**src/rtl/free_list_pkg.sv**
```systemverilog
// Shared rename-stage package (rename_pkg): sizes, tag type and the
// circular-pointer helper used by the free list.
package rename_pkg;
  localparam int ARCH_COUNT = 32;
  localparam int PHYS_REGS  = 64;
  localparam int N          = 3;
  localparam int PRW        = (PHYS_REGS <= 2) ? 1 : $clog2(PHYS_REGS);
  localparam int D          = PHYS_REGS - ARCH_COUNT;
  localparam int PTRW       = (D <= 2) ? 1 : $clog2(D);
  localparam int CNTW       = $clog2(D + 1);
  localparam int RKW        = $clog2(N + 1);

  typedef logic [PRW-1:0]  PR_TAG;
  typedef logic [PTRW-1:0] ptr_t;
  typedef logic [CNTW-1:0] cnt_t;
  typedef logic [RKW-1:0]  rank_t;

  // D need not be a power of two, so wrap with an explicit modulo.
  function automatic ptr_t ptr_add(input ptr_t p, input int unsigned k);
    int unsigned s;
    s = 32'(p) + k;
    return ptr_t'(s % 32'(D));
  endfunction
endpackage

```
**src/rtl/free_list_if.sv**
```systemverilog
// Dispatch/retire/recovery signal bundle between rename and the free list.
interface free_list_if;
  import rename_pkg::*;
  logic              BPRecoverEN;
  logic [N-1:0]      alloc_req;
  logic [N-1:0]      alloc_valid;
  PR_TAG [N-1:0]     alloc_pr;
  logic [N-1:0]      free_en;
  PR_TAG [N-1:0]     free_pr;
  cnt_t              free_count;

  modport master (output BPRecoverEN, alloc_req, free_en, free_pr,
                  input  alloc_valid, alloc_pr, free_count);
  modport slave  (input  BPRecoverEN, alloc_req, free_en, free_pr,
                  output alloc_valid, alloc_pr, free_count);
endinterface

```
**src/rtl/free_list_lane_rank.sv**
```systemverilog
// Oldest-first prefix rank per lane (lane N-1 oldest) plus total popcount.
module lane_rank import rename_pkg::*; (
  input  logic [N-1:0]  mask_i,
  output rank_t [N-1:0] rank_o,
  output rank_t         total_o
);
  rank_t acc;

  always_comb begin
    acc    = '0;
    rank_o = '0;
    for (int i = N-1; i >= 0; i--) begin
      rank_o[i] = acc;
      acc       = acc + rank_t'(mask_i[i]);
    end
    total_o = acc;
  end
endmodule

```
**src/rtl/free_list.sv**
```systemverilog
// Circular physical-tag free list: N-wide alloc/free, one-cycle recovery.
// FREE_LIST_CHECK_EN adds a sticky `err` for overflow / double free.
module free_list import rename_pkg::*; (
  input logic        clock,
  input logic        reset,
  free_list_if.slave fl
`ifdef FREE_LIST_CHECK_EN
  , output logic     err
`endif
);
  PR_TAG        entries_q [D];
  PR_TAG        entries_d [D];
  ptr_t         head_q, head_d, tail_q, tail_d, rhead_q, rhead_d;
  cnt_t         count_q, count_d, grants, nfree;
  rank_t [N-1:0] arank, frank;
  rank_t        atotal, ftotal;
  logic [N-1:0] fen_acc;

  lane_rank u_arank (.mask_i(fl.alloc_req), .rank_o(arank), .total_o(atotal));
  lane_rank u_frank (.mask_i(fl.free_en),   .rank_o(frank), .total_o(ftotal));

  assign fl.free_count = count_q;

  always_comb begin
    fl.alloc_valid = '0;
    fl.alloc_pr    = '0;
    grants         = '0;
    for (int i = 0; i < N; i++) begin
      if (fl.alloc_req[i] && !fl.BPRecoverEN && int'(arank[i]) < int'(count_q)) begin
        fl.alloc_valid[i] = 1'b1;
        fl.alloc_pr[i]    = entries_q[ptr_add(head_q, 32'(arank[i]))];
      end
    end
    if (!fl.BPRecoverEN)
      grants = (int'(atotal) < int'(count_q)) ? cnt_t'(atotal) : count_q;
  end

`ifdef FREE_LIST_CHECK_EN
  int   room;
  logic ovf, dbl, err_q;

  // Frees beyond the remaining room are dropped; rank keeps survivors contiguous.
  always_comb begin
    room    = D - int'(count_q) + int'(grants);
    fen_acc = '0;
    nfree   = '0;
    dbl     = 1'b0;
    for (int i = 0; i < N; i++) begin
      if (fl.free_en[i] && int'(frank[i]) < room) begin
        fen_acc[i] = 1'b1;
        nfree      = nfree + cnt_t'(1);
      end
    end
    ovf = int'(ftotal) > room;
    for (int e = 0; e < D; e++) begin
      if ((e - int'(head_q) + D) % D < int'(count_q)) begin
        for (int j = 0; j < N; j++)
          if (fl.free_en[j] && entries_q[e] == fl.free_pr[j]) dbl = 1'b1;
      end
    end
  end

  always_ff @(posedge clock) begin
    if (reset) err_q <= 1'b0;
    else       err_q <= err_q | ovf | dbl;
  end
  assign err = err_q;
`else
  always_comb begin
    fen_acc = fl.free_en;
    nfree   = cnt_t'(ftotal);
  end
`endif

  always_comb begin
    entries_d = entries_q;
    for (int j = 0; j < N; j++)
      if (fen_acc[j]) entries_d[ptr_add(tail_q, 32'(frank[j]))] = fl.free_pr[j];
    tail_d  = ptr_add(tail_q, 32'(nfree));
    rhead_d = ptr_add(rhead_q, 32'(nfree));
    if (fl.BPRecoverEN) begin
      // Everything allocated past the retire point returns to the list.
      head_d  = rhead_d;
      count_d = cnt_t'(D);
    end else begin
      head_d  = ptr_add(head_q, 32'(grants));
      count_d = count_q - grants + nfree;
    end
  end

  always_ff @(posedge clock) begin
    if (reset) begin
      for (int i = 0; i < D; i++) entries_q[i] <= PR_TAG'(ARCH_COUNT + i);
      head_q  <= '0;
      tail_q  <= '0;
      rhead_q <= '0;
      count_q <= cnt_t'(D);
    end else begin
      entries_q <= entries_d;
      head_q    <= head_d;
      tail_q    <= tail_d;
      rhead_q   <= rhead_d;
      count_q   <= count_d;
    end
  end
endmodule

```
**src/flat_wrapper.sv**
```systemverilog
// flat-port wrapper written by rule: the top's interface ports become plain ports
module free_list_flat import rename_pkg::*;
  (clock, reset, fl_BPRecoverEN, fl_alloc_req, fl_free_en, fl_free_pr, fl_alloc_valid, fl_alloc_pr, fl_free_count);
  free_list_if fl_i ();
  input logic clock;
  input logic reset;
  input wire logic [$bits(fl_i.BPRecoverEN)-1:0] fl_BPRecoverEN;
  input wire logic [$bits(fl_i.alloc_req)-1:0] fl_alloc_req;
  input wire logic [$bits(fl_i.free_en)-1:0] fl_free_en;
  input wire logic [$bits(fl_i.free_pr)-1:0] fl_free_pr;
  output wire logic [$bits(fl_i.alloc_valid)-1:0] fl_alloc_valid;
  output wire logic [$bits(fl_i.alloc_pr)-1:0] fl_alloc_pr;
  output wire logic [$bits(fl_i.free_count)-1:0] fl_free_count;
  assign fl_i.BPRecoverEN = fl_BPRecoverEN;
  assign fl_i.alloc_req = fl_alloc_req;
  assign fl_i.free_en = fl_free_en;
  assign fl_i.free_pr = fl_free_pr;
  assign fl_alloc_valid = fl_i.alloc_valid;
  assign fl_alloc_pr = fl_i.alloc_pr;
  assign fl_free_count = fl_i.free_count;
  free_list u_core (.clock(clock), .reset(reset), .fl(fl_i));
endmodule
```
**config.mk**
```make
export PLATFORM = sky130hd
export DESIGN_NAME = free_list_flat
export DESIGN_NICKNAME = d
export VERILOG_FILES = /design/src/rtl/free_list_pkg.sv /design/src/rtl/free_list_if.sv /design/src/rtl/free_list_lane_rank.sv /design/src/rtl/free_list.sv /design/src/flat_wrapper.sv
export SDC_FILE = /design/constraint.sdc
export NUM_CORES = 1
export LEC_CHECK = 0
export ABC_AREA = 0
export CAP_MARGIN = 15
export CORE_UTILIZATION = 30
export CTS_BUF_LIST = sky130_fd_sc_hd__clkbuf_4
export DETAILED_ROUTE_END_ITERATION = 10
export DONT_BUFFER_PORTS = 1
export GPL_ROUTABILITY_DRIVEN = 1
export PLACE_DENSITY = 0.48
export SLEW_MARGIN = 5
export SYNTH_ARGS = -nofsm -noshare
export SYNTH_HDL_FRONTEND = slang
export SYNTH_SLANG_ARGS = --single-unit
export TNS_END_PERCENT = 30
```
**constraint.sdc**
```tcl
create_clock -name clock -period 5.6 [get_ports clock]
set_clock_uncertainty 0.15 [all_clocks]
set_input_delay 1.12 -clock clock [delete_from_list [all_inputs] [get_ports clock]]
set_output_delay 1.12 -clock clock [all_outputs]
set_load 0.05 [all_outputs]
```
==> results of run 1 <==
cell type report:
cell class	count	area [sq um]	share of cell area [%]
Multi-Input combinational cell	1665	13500	65.9
Sequential cell	213	4270	20.9
Tap cell	782	978	4.79
Clock buffer	109	818	4.01
Timing Repair Buffer	86	741	3.63
Inverter	23	86.3	0.423
Clock inverter	13	50.0	0.245
Antenna cell	6	15.0	0.0735
per-layer routing:
metal  GRT usage, %  wire (um)  up-vias
met5              0         13        -
met4           22.3       8260        2
met3           11.6      13700      390
met2           50.3      46500     1694
met1           43.4      41900    10249
li1               -          -     8347
cell usage after synthesis (13+ instances only):
cell and count:
o21ai_1 25, nor2b_1 14, mux2i_1 118, a311oi_1 14
a32oi_1 14, a21oi_1 102, nand3_1 38, a211oi_1 85
a31oi_1 64, o221ai_1 29, and3_1 71, xnor2_1 13
buf_2 64, clkbuf_1 132, a221oi_1 31, a22oi_1 31
o22a_1 13, a2bb2oi_1 26, nor2_1 196, o32ai_1 16
and2_1 15, ha_1 28, nor3_1 54, mux4_2 133
o31ai_1 39, a311o_1 28, inv_1 21, dfxtp_1 213
nand2_1 177, o21ai_0 39, o22ai_1 29
registers in the layout (all words and copies together), names as in the netlist:
name / cells
u_core.fl.free_count: 6
u_core.rhead_q: 5
u_core.head_q: 5
u_core.tail_q: 5
u_core.entries_q: 192
report_power, final:
part	internal [mW]	switching (mW)
combinational	1.13	1.84
clock	0.877	0.849
sequential	1.63	0.274
worst max path at each step:
stage | to | slack [ps]
3_5_place_dp | fl_alloc_pr[2] | 410
2_1_floorplan | fl_alloc_pr[10] | 160
6_report | fl_alloc_pr[11] | 370
3_3_place_gp | fl_alloc_pr[2] | 430
4_1_cts | fl_alloc_pr[11] | 410
5_1_grt | fl_alloc_pr[11] | 280
logic make-up (layout without fill, tap and decap cells):
group / Yosys count / in the layout
adders and majority gates: 37 / 37
and+or+nand+nor: 653 / 653
DFF: 213 / 213
buffers and inverters: 239 / 231
muxes: 261 / 261
AOI/OAI and AO/OA: 689 / 689
xor gates and xnor gates: 24 / 24
other: 1 / 7
==> run summary, run 1 <==
Filler cells -> 6360
Worst Slack Setup Final -> 370 ps
Yosys top cell by area -> dfxtp_1
Synth Area in Adders -> 2.85%
core area -> 0.0608 sq mm
Hold Path Origin -> fl_free_pr[15]
Critical path buffers and inverters -> 3
sink of the worst hold path -> u_core.entries_q[21]$_SDFF_PP1_
Async SR Flop Fraction -> 0%
fin nets -> 2125
DP Area -> 0.0195 sq mm
Max transition margin -> 23.9%
Place WS -> 412 ps
DRC Markers -> 0
Post-synth EDFFs -> 0
crit start category -> flop
Die X -> 251 um
CP required -> 4330 ps
Starting Density -> 30.6%
clock slew at reported path FFs -> 60 ps
Worst path max stage delay -> 690 ps
clk root buf -> clkbuf_4
via density per instance -> 7.14
number of global-route vias before repair -> 19301
r2r setup slk -> 1220 ps
first-pass GRT wire length -> 154 mm
Synth Instances -> 2117
most common cell after layout, fill and taps aside -> dfxtp_1
DR WL/cell -> 38.1 um
DR vias -> 20682
Worst path top cell family by delay -> compound AO/OA/AOI/OAI gates
post-CTS setup buffer count -> 0
CTS tree -> built
Synth Area in Simple Gates -> 17.4%
Cells after DPL -> 2768
WHS Path Cells -> 2
critical path class -> flop to output pin
initial DRC count -> 3143
DIE HEIGHT -> 251 um
I/O Buffers -> 0
std cell rows -> 90
CP max stage cell -> dfxtp_1
commonest non-fill, non-tap cells in the layout -> dfxtp_1, nor2_1, nand2_1
GRT Util Overall -> 34.5%
post-synth top area share -> 22.9%
layout cells sized above 1 -> 19.6%
Critical Path Stages -> 8
area added between synthesis and finish -> 9.73%
Synth warnings -> 0
mux contribution to synthesized area -> 23.0%
I/O pin cnt -> 54
R2R cell count -> 14
die area -> 0.0630 sq mm
total power -> 6.60 mW
Max Slew Vio Count -> 0
post-synthesis xor/xnor area fraction -> 1.13%
initial antenna violation count -> 9
Reg2Reg Launch Point -> u_core.fl.free_count[1]$_SDFF_PP0_
Worst Setup SP -> u_core.fl.free_count[2]$_SDFF_PP0_
fin crit share -> 93.4%
fin cells -> 2897
worst r2r dst -> u_core.fl.free_count[5]$_SDFF_PP1_
Avg Cell Area, Syn -> 8.79 sq um
RSZ-0062 raised after global routing -> false
post-synthesis compound-gate area fraction -> 27.1%
cell area after synthesis -> 0.0186 sq mm
WP data arrival -> 3960 ps
largest family of logic cells by synthesized area -> compound AO/OA/AOI/OAI gates
post-CTS resize count -> 0
clock sinks -> 213
Final GP Congestion -> 1.06
CTS Buf Count -> 72
post-synthesis net count -> 2181
Clk Latency, worst-skew pair -> 830 ps
total iterations of the first detailed-routing run -> 6
status -> finished clean
WL final -> 110 mm
Top FF cell, synth -> dfxtp_1
register bit total from synthesis -> 213
clock period minus worst slack -> 5230 ps
Max clock buf depth -> 3
Max Clk Rate -> 191 MHz
final hold vios -> 0
Critical Path End Type -> output pin
Most common cell on crit path -> buf_4
worst vdd rail ir drop -> 0.000162 V
crit path cell chain -> inv_1 > ha_1 > nor3b_1 > a311oi_2 > buf_4 > nand3_1 > o221ai_1 > buf_4
part of the Yosys area used for sequential elements -> 22.9%
P_leak -> 7.31 nW
Post-CTS Hold Buffers -> 0
WHS -> 288 ps
Util after Layout -> 33.6%
HPWL Detailed -> 78.5 mm
largest cells by area after synthesis -> dfxtp_1, mux4_2, mux2i_1, nor2_1, nand2_1
worst slew pin tran -> 1130 ps
largest net degree at the start of global routing -> 182
crit-path max FO -> 6
post-synth cell types -> 92
grt ovf -> 0
Detail Route Antenna Nets -> 0
H-tree levels -> 3
HP Class -> input port to flop
max_cap viols -> 0
Final Instance Area -> 0.0204 sq mm
setup TNS -> 0 ps
final setup fails -> 0
Power Density -> 323 mW/mm^2
Power figures use the tool's default switching activity.
==> inputs of run 2 (changes only) <==
--- a/config.mk
+++ b/config.mk
@@ -6,6 +6,6 @@
 export NUM_CORES = 1
 export LEC_CHECK = 0
-export ABC_AREA = 0
-export CAP_MARGIN = 15
+export ABC_AREA = 1
+export CAP_MARGIN = 20
 export CORE_UTILIZATION = 30
 export CTS_BUF_LIST = sky130_fd_sc_hd__clkbuf_4
--- a/constraint.sdc
+++ b/constraint.sdc
@@ -3,3 +3,3 @@
 set_input_delay 1.12 -clock clock [delete_from_list [all_inputs] [get_ports clock]]
 set_output_delay 1.12 -clock clock [all_outputs]
-set_load 0.05 [all_outputs]
+set_load 0.01 [all_outputs]
==> run summary, run 2 <==
Max clock buf depth -> 3 (unchanged)
Power Density -> 346 mW/mm^2 (was 323 mW/mm^2)
WHS Path Cells -> 2 (unchanged)
crit path cell chain -> ha_4 > inv_1 > fa_2 > buf_4 > a21oi_1 > o21ai_0 > nand3_1 > nand3_1 > nand2_1 > nand2_1 > nand2_1 > nor2_1 > buf_4 (was inv_1 > ha_1 > nor3b_1 > a311oi_2 > buf_4 > nand3_1 > o221ai_1 > buf_4)
Clk Latency, worst-skew pair -> 820 ps (was 830 ps)
worst r2r dst -> u_core.entries_q[164]$_SDFF_PP1_ (was u_core.fl.free_count[5]$_SDFF_PP1_)
post-CTS setup buffer count -> 0 (unchanged)
GRT Util Overall -> 29.6% (was 34.5%)
Place WS -> 690 ps (was 412 ps)
worst vdd rail ir drop -> 0.000239 V (was 0.000162 V)
largest family of logic cells by synthesized area -> simple AND/OR/NAND/NOR gates (was compound AO/OA/AOI/OAI gates)
fin crit share -> 89.2% (was 93.4%)
Clk network pwr share -> 25.5% (was 26.1%)
first-pass GRT wire length -> 140 mm (was 154 mm)
Detail Route Antenna Nets -> 0 (unchanged)
Top FF cell, synth -> dfxtp_1 (unchanged)
die area -> 0.0631 sq mm (was 0.0630 sq mm)
area of the multi-input gates -> 0.0124 sq mm (was 0.0135 sq mm)
clock period minus worst slack -> 5000 ps (was 5230 ps)
fin nets -> 3240 (was 2125)
Synth Area in Simple Gates -> 33.3% (was 17.4%)
post-synthesis xor/xnor area fraction -> 0.745% (was 1.13%)
H-tree levels -> 3 (unchanged)
post-CTS resize count -> 0 (unchanged)
via density per instance -> 5.76 (was 7.14)
DR WL/cell -> 23.8 um (was 38.1 um)
Max Slew Vio Count -> 0 (unchanged)
HP Class -> input port to flop (unchanged)
crit start category -> flop (unchanged)
r2r setup slk -> 2040 ps (was 1220 ps)
final setup fails -> 0 (unchanged)
register bit total from synthesis -> 213 (unchanged)
Starting Density -> 30.6% (about the same)
Register Area -> 0.00427 sq mm (about the same)
DRC Markers -> 0 (unchanged)
CP required -> 4330 ps (about the same)
Psw -> 3.35 mW (was 2.96 mW)
max reg flops -> 192 (unchanged)
Yosys top cell by area -> dfxtp_1 (unchanged)
post-synthesis compound-gate area fraction -> 29.0% (was 27.1%)
combinational power share -> 48.4% (was 45.0%)
most common cell after layout, fill and taps aside -> nand2_1 (was dfxtp_1)
Post-synth EDFFs -> 0 (unchanged)
P_leak -> 8.97 nW (was 7.31 nW)
total iterations of the first detailed-routing run -> 7 (was 6)
Reg2Reg Launch Point -> u_core.tail_q[2]$_SDFF_PP0_ (was u_core.fl.free_count[1]$_SDFF_PP0_)
Flop pwr share -> 26.1% (was 28.9%)
top-count cell post-synth -> nand2_1 (was dfxtp_1)
max_cap viols -> 0 (unchanged)
Synth Area in Adders -> 2.85% (about the same)
part of the Yosys area used for sequential elements -> 22.9% (about the same)
DIE HEIGHT -> 251 um (about the same)
critical path class -> flop to output pin (unchanged)
worst slew pin tran -> 1180 ps (was 1130 ps)
I/O Buffers -> 0 (unchanged)
Most common cell on crit path -> nand2_1 (was buf_4)
initial DRC count -> 3213 (was 3143)
CTS Buf Count -> 74 (was 72)
Synth Instances -> 3294 (was 2117)
Worst path max stage delay -> 600 ps (was 690 ps)
P_int -> 3.60 mW (was 3.64 mW)
commonest non-fill, non-tap cells in the layout -> nand2_1, a21oi_1, o21ai_0 (was dfxtp_1, nor2_1, nand2_1)
setup TNS -> 0 ps (unchanged)
CTS tree -> built (unchanged)
commonest cells in the netlist -> nand2_1, a21oi_1, o21ai_0, nand3_1, nor2_1 (was dfxtp_1, nor2_1, nand2_1, mux4_2, clkbuf_1)
grt ovf -> 0 (unchanged)
cell area after synthesis -> 0.0186 sq mm (about the same)
clock sinks -> 213 (unchanged)
RSZ-0062 raised after global routing -> false (unchanged)
largest net degree at the start of global routing -> 169 (was 182)
number of global-route vias before repair -> 20289 (was 19301)
WP data arrival -> 3730 ps (was 3960 ps)
post-synth top area share -> 22.9% (about the same)
initial antenna violation count -> 7 (was 9)
layout cells sized above 1 -> 6.47% (was 19.6%)
Hold Path Origin -> fl_free_pr[13] (was fl_free_pr[15])
sink of the worst hold path -> u_core.entries_q[1]$_SDFF_PP1_ (was u_core.entries_q[21]$_SDFF_PP1_)
final hold vios -> 0 (unchanged)
Max transition margin -> 21.0% (was 23.9%)
Die X -> 251 um (about the same)
HPWL Detailed -> 64.0 mm (was 78.5 mm)
core area -> 0.0608 sq mm (unchanged)
post-synthesis net count -> 3358 (was 2181)
area added between synthesis and finish -> 7.83% (was 9.73%)
post-synth cell types -> 39 (was 92)
DR vias -> 23049 (was 20682)
I/O pin cnt -> 54 (unchanged)
Max Clk Rate -> 200 MHz (was 191 MHz)
status -> finished clean (unchanged)
clock slew at reported path FFs -> 70 ps (was 60 ps)
Synth warnings -> 0 (unchanged)
Filler cells -> 6932 (was 6360)
Sw Ratio -> 48.2% (was 44.9%)
Final GP Congestion -> 1.00 (was 1.06)
mux contribution to synthesized area -> 0% (was 23.0%)
WL final -> 95.5 mm (was 110 mm)
CP max stage cell -> dfxtp_2 (was dfxtp_1)
largest cells by area after synthesis -> dfxtp_1, a21oi_1, nand2_1, o21ai_0, nand3_1 (was dfxtp_1, mux4_2, mux2i_1, nor2_1, nand2_1)
Reg with most FFs -> u_core.entries_q (unchanged)
crit-path max FO -> 58 (was 6)
Avg Cell Area, Syn -> 5.66 sq um (was 8.79 sq um)
std cell rows -> 90 (unchanged)
Worst Slack Setup Final -> 604 ps (was 370 ps)
Critical Path End Type -> output pin (unchanged)
Post-CTS Hold Buffers -> 0 (unchanged)
R2R cell count -> 8 (was 14)
Async SR Flop Fraction -> 0% (unchanged)
clk root buf -> clkbuf_4 (unchanged)
[run 2: routing by layer]
layer	global-route usage, %	wire (um)
met5	0	53
met3	7.40	12400
met2	43.8	39600
met1	40.6	39600
met4	12.1	3810
[run 2: cell families (layout without fill, tap and decap cells)]
| kind of cell | after synthesis | count (layout) |
|---|---|---|
| buffers and inverters | 542 | 465 |
| adder cells (fa/ha/maj) | 37 | 37 |
| AO/OA/AOI/OAI | 1037 | 1037 |
| AND/OR/NAND/NOR | 1449 | 1449 |
| flip-flops | 213 | 213 |
| XOR/XNOR | 15 | 15 |
| other | 1 | 6 |
[run 2: cell type report]
class | count | share of cell area, %
antenna | 5 | 0.0623
inverter | 291 | 5.44
timing repair buffer | 57 | 2.44
multi-input combinational | 2539 | 61.5
clock buffer | 101 | 3.77
clock inverter | 16 | 0.691
sequential | 213 | 21.2
tap | 782 | 4.87
[run 2: critical path: cells and delay by family (launching register included)]
kind | cells | cell delay (ps)
AOI/OAI and AO/OA | 2 | 200
DFF | 1 | 600
and+or+nand+nor | 6 | 610
adders and majority gates | 2 | 750
buffers and inverters | 3 | 740
[run 2: power by group through the flow]
stage,sequential (mW),clock (mW),combinational (mW)
floorplan,1.74,0,2.35
detailed placement,1.84,0,3.27
CTS,1.81,1.80,3.29
global route,1.82,1.89,3.69
finish,1.81,1.77,3.37
global placement,1.84,0,3.27
[run 2: per-stage QoR]
step           std cells  power, mW  instance area (sq um)  util [%]  hold slack [ps]
3_5_place_dp        3882       5.11                  19200      31.5              350
3_3_place_gp        3882       5.11                  19200      31.5              354
6_report            4004       6.95                  20100      33.0              253
4_1_cts             3999       6.90                  20100      33.0              196
5_1_grt             4002       7.40                  20100      33.0              202
2_1_floorplan       3294       4.09                  18600         -              290
[run 2: worst max path at each step]
stage	startpoint	to	slack, ps
after global placement	fl_alloc_req[1]	fl_alloc_pr[5]	680
after floorplan	fl_alloc_req[1]	fl_alloc_pr[5]	890
after global routing	u_core.head_q[0]$_SDFF_PP0_	fl_alloc_pr[3]	430
final	u_core.head_q[0]$_SDFF_PP0_	fl_alloc_pr[2]	600
after detailed placement	fl_alloc_req[1]	fl_alloc_pr[2]	690
after CTS	u_core.head_q[0]$_SDFF_PP0_	fl_alloc_pr[2]	600
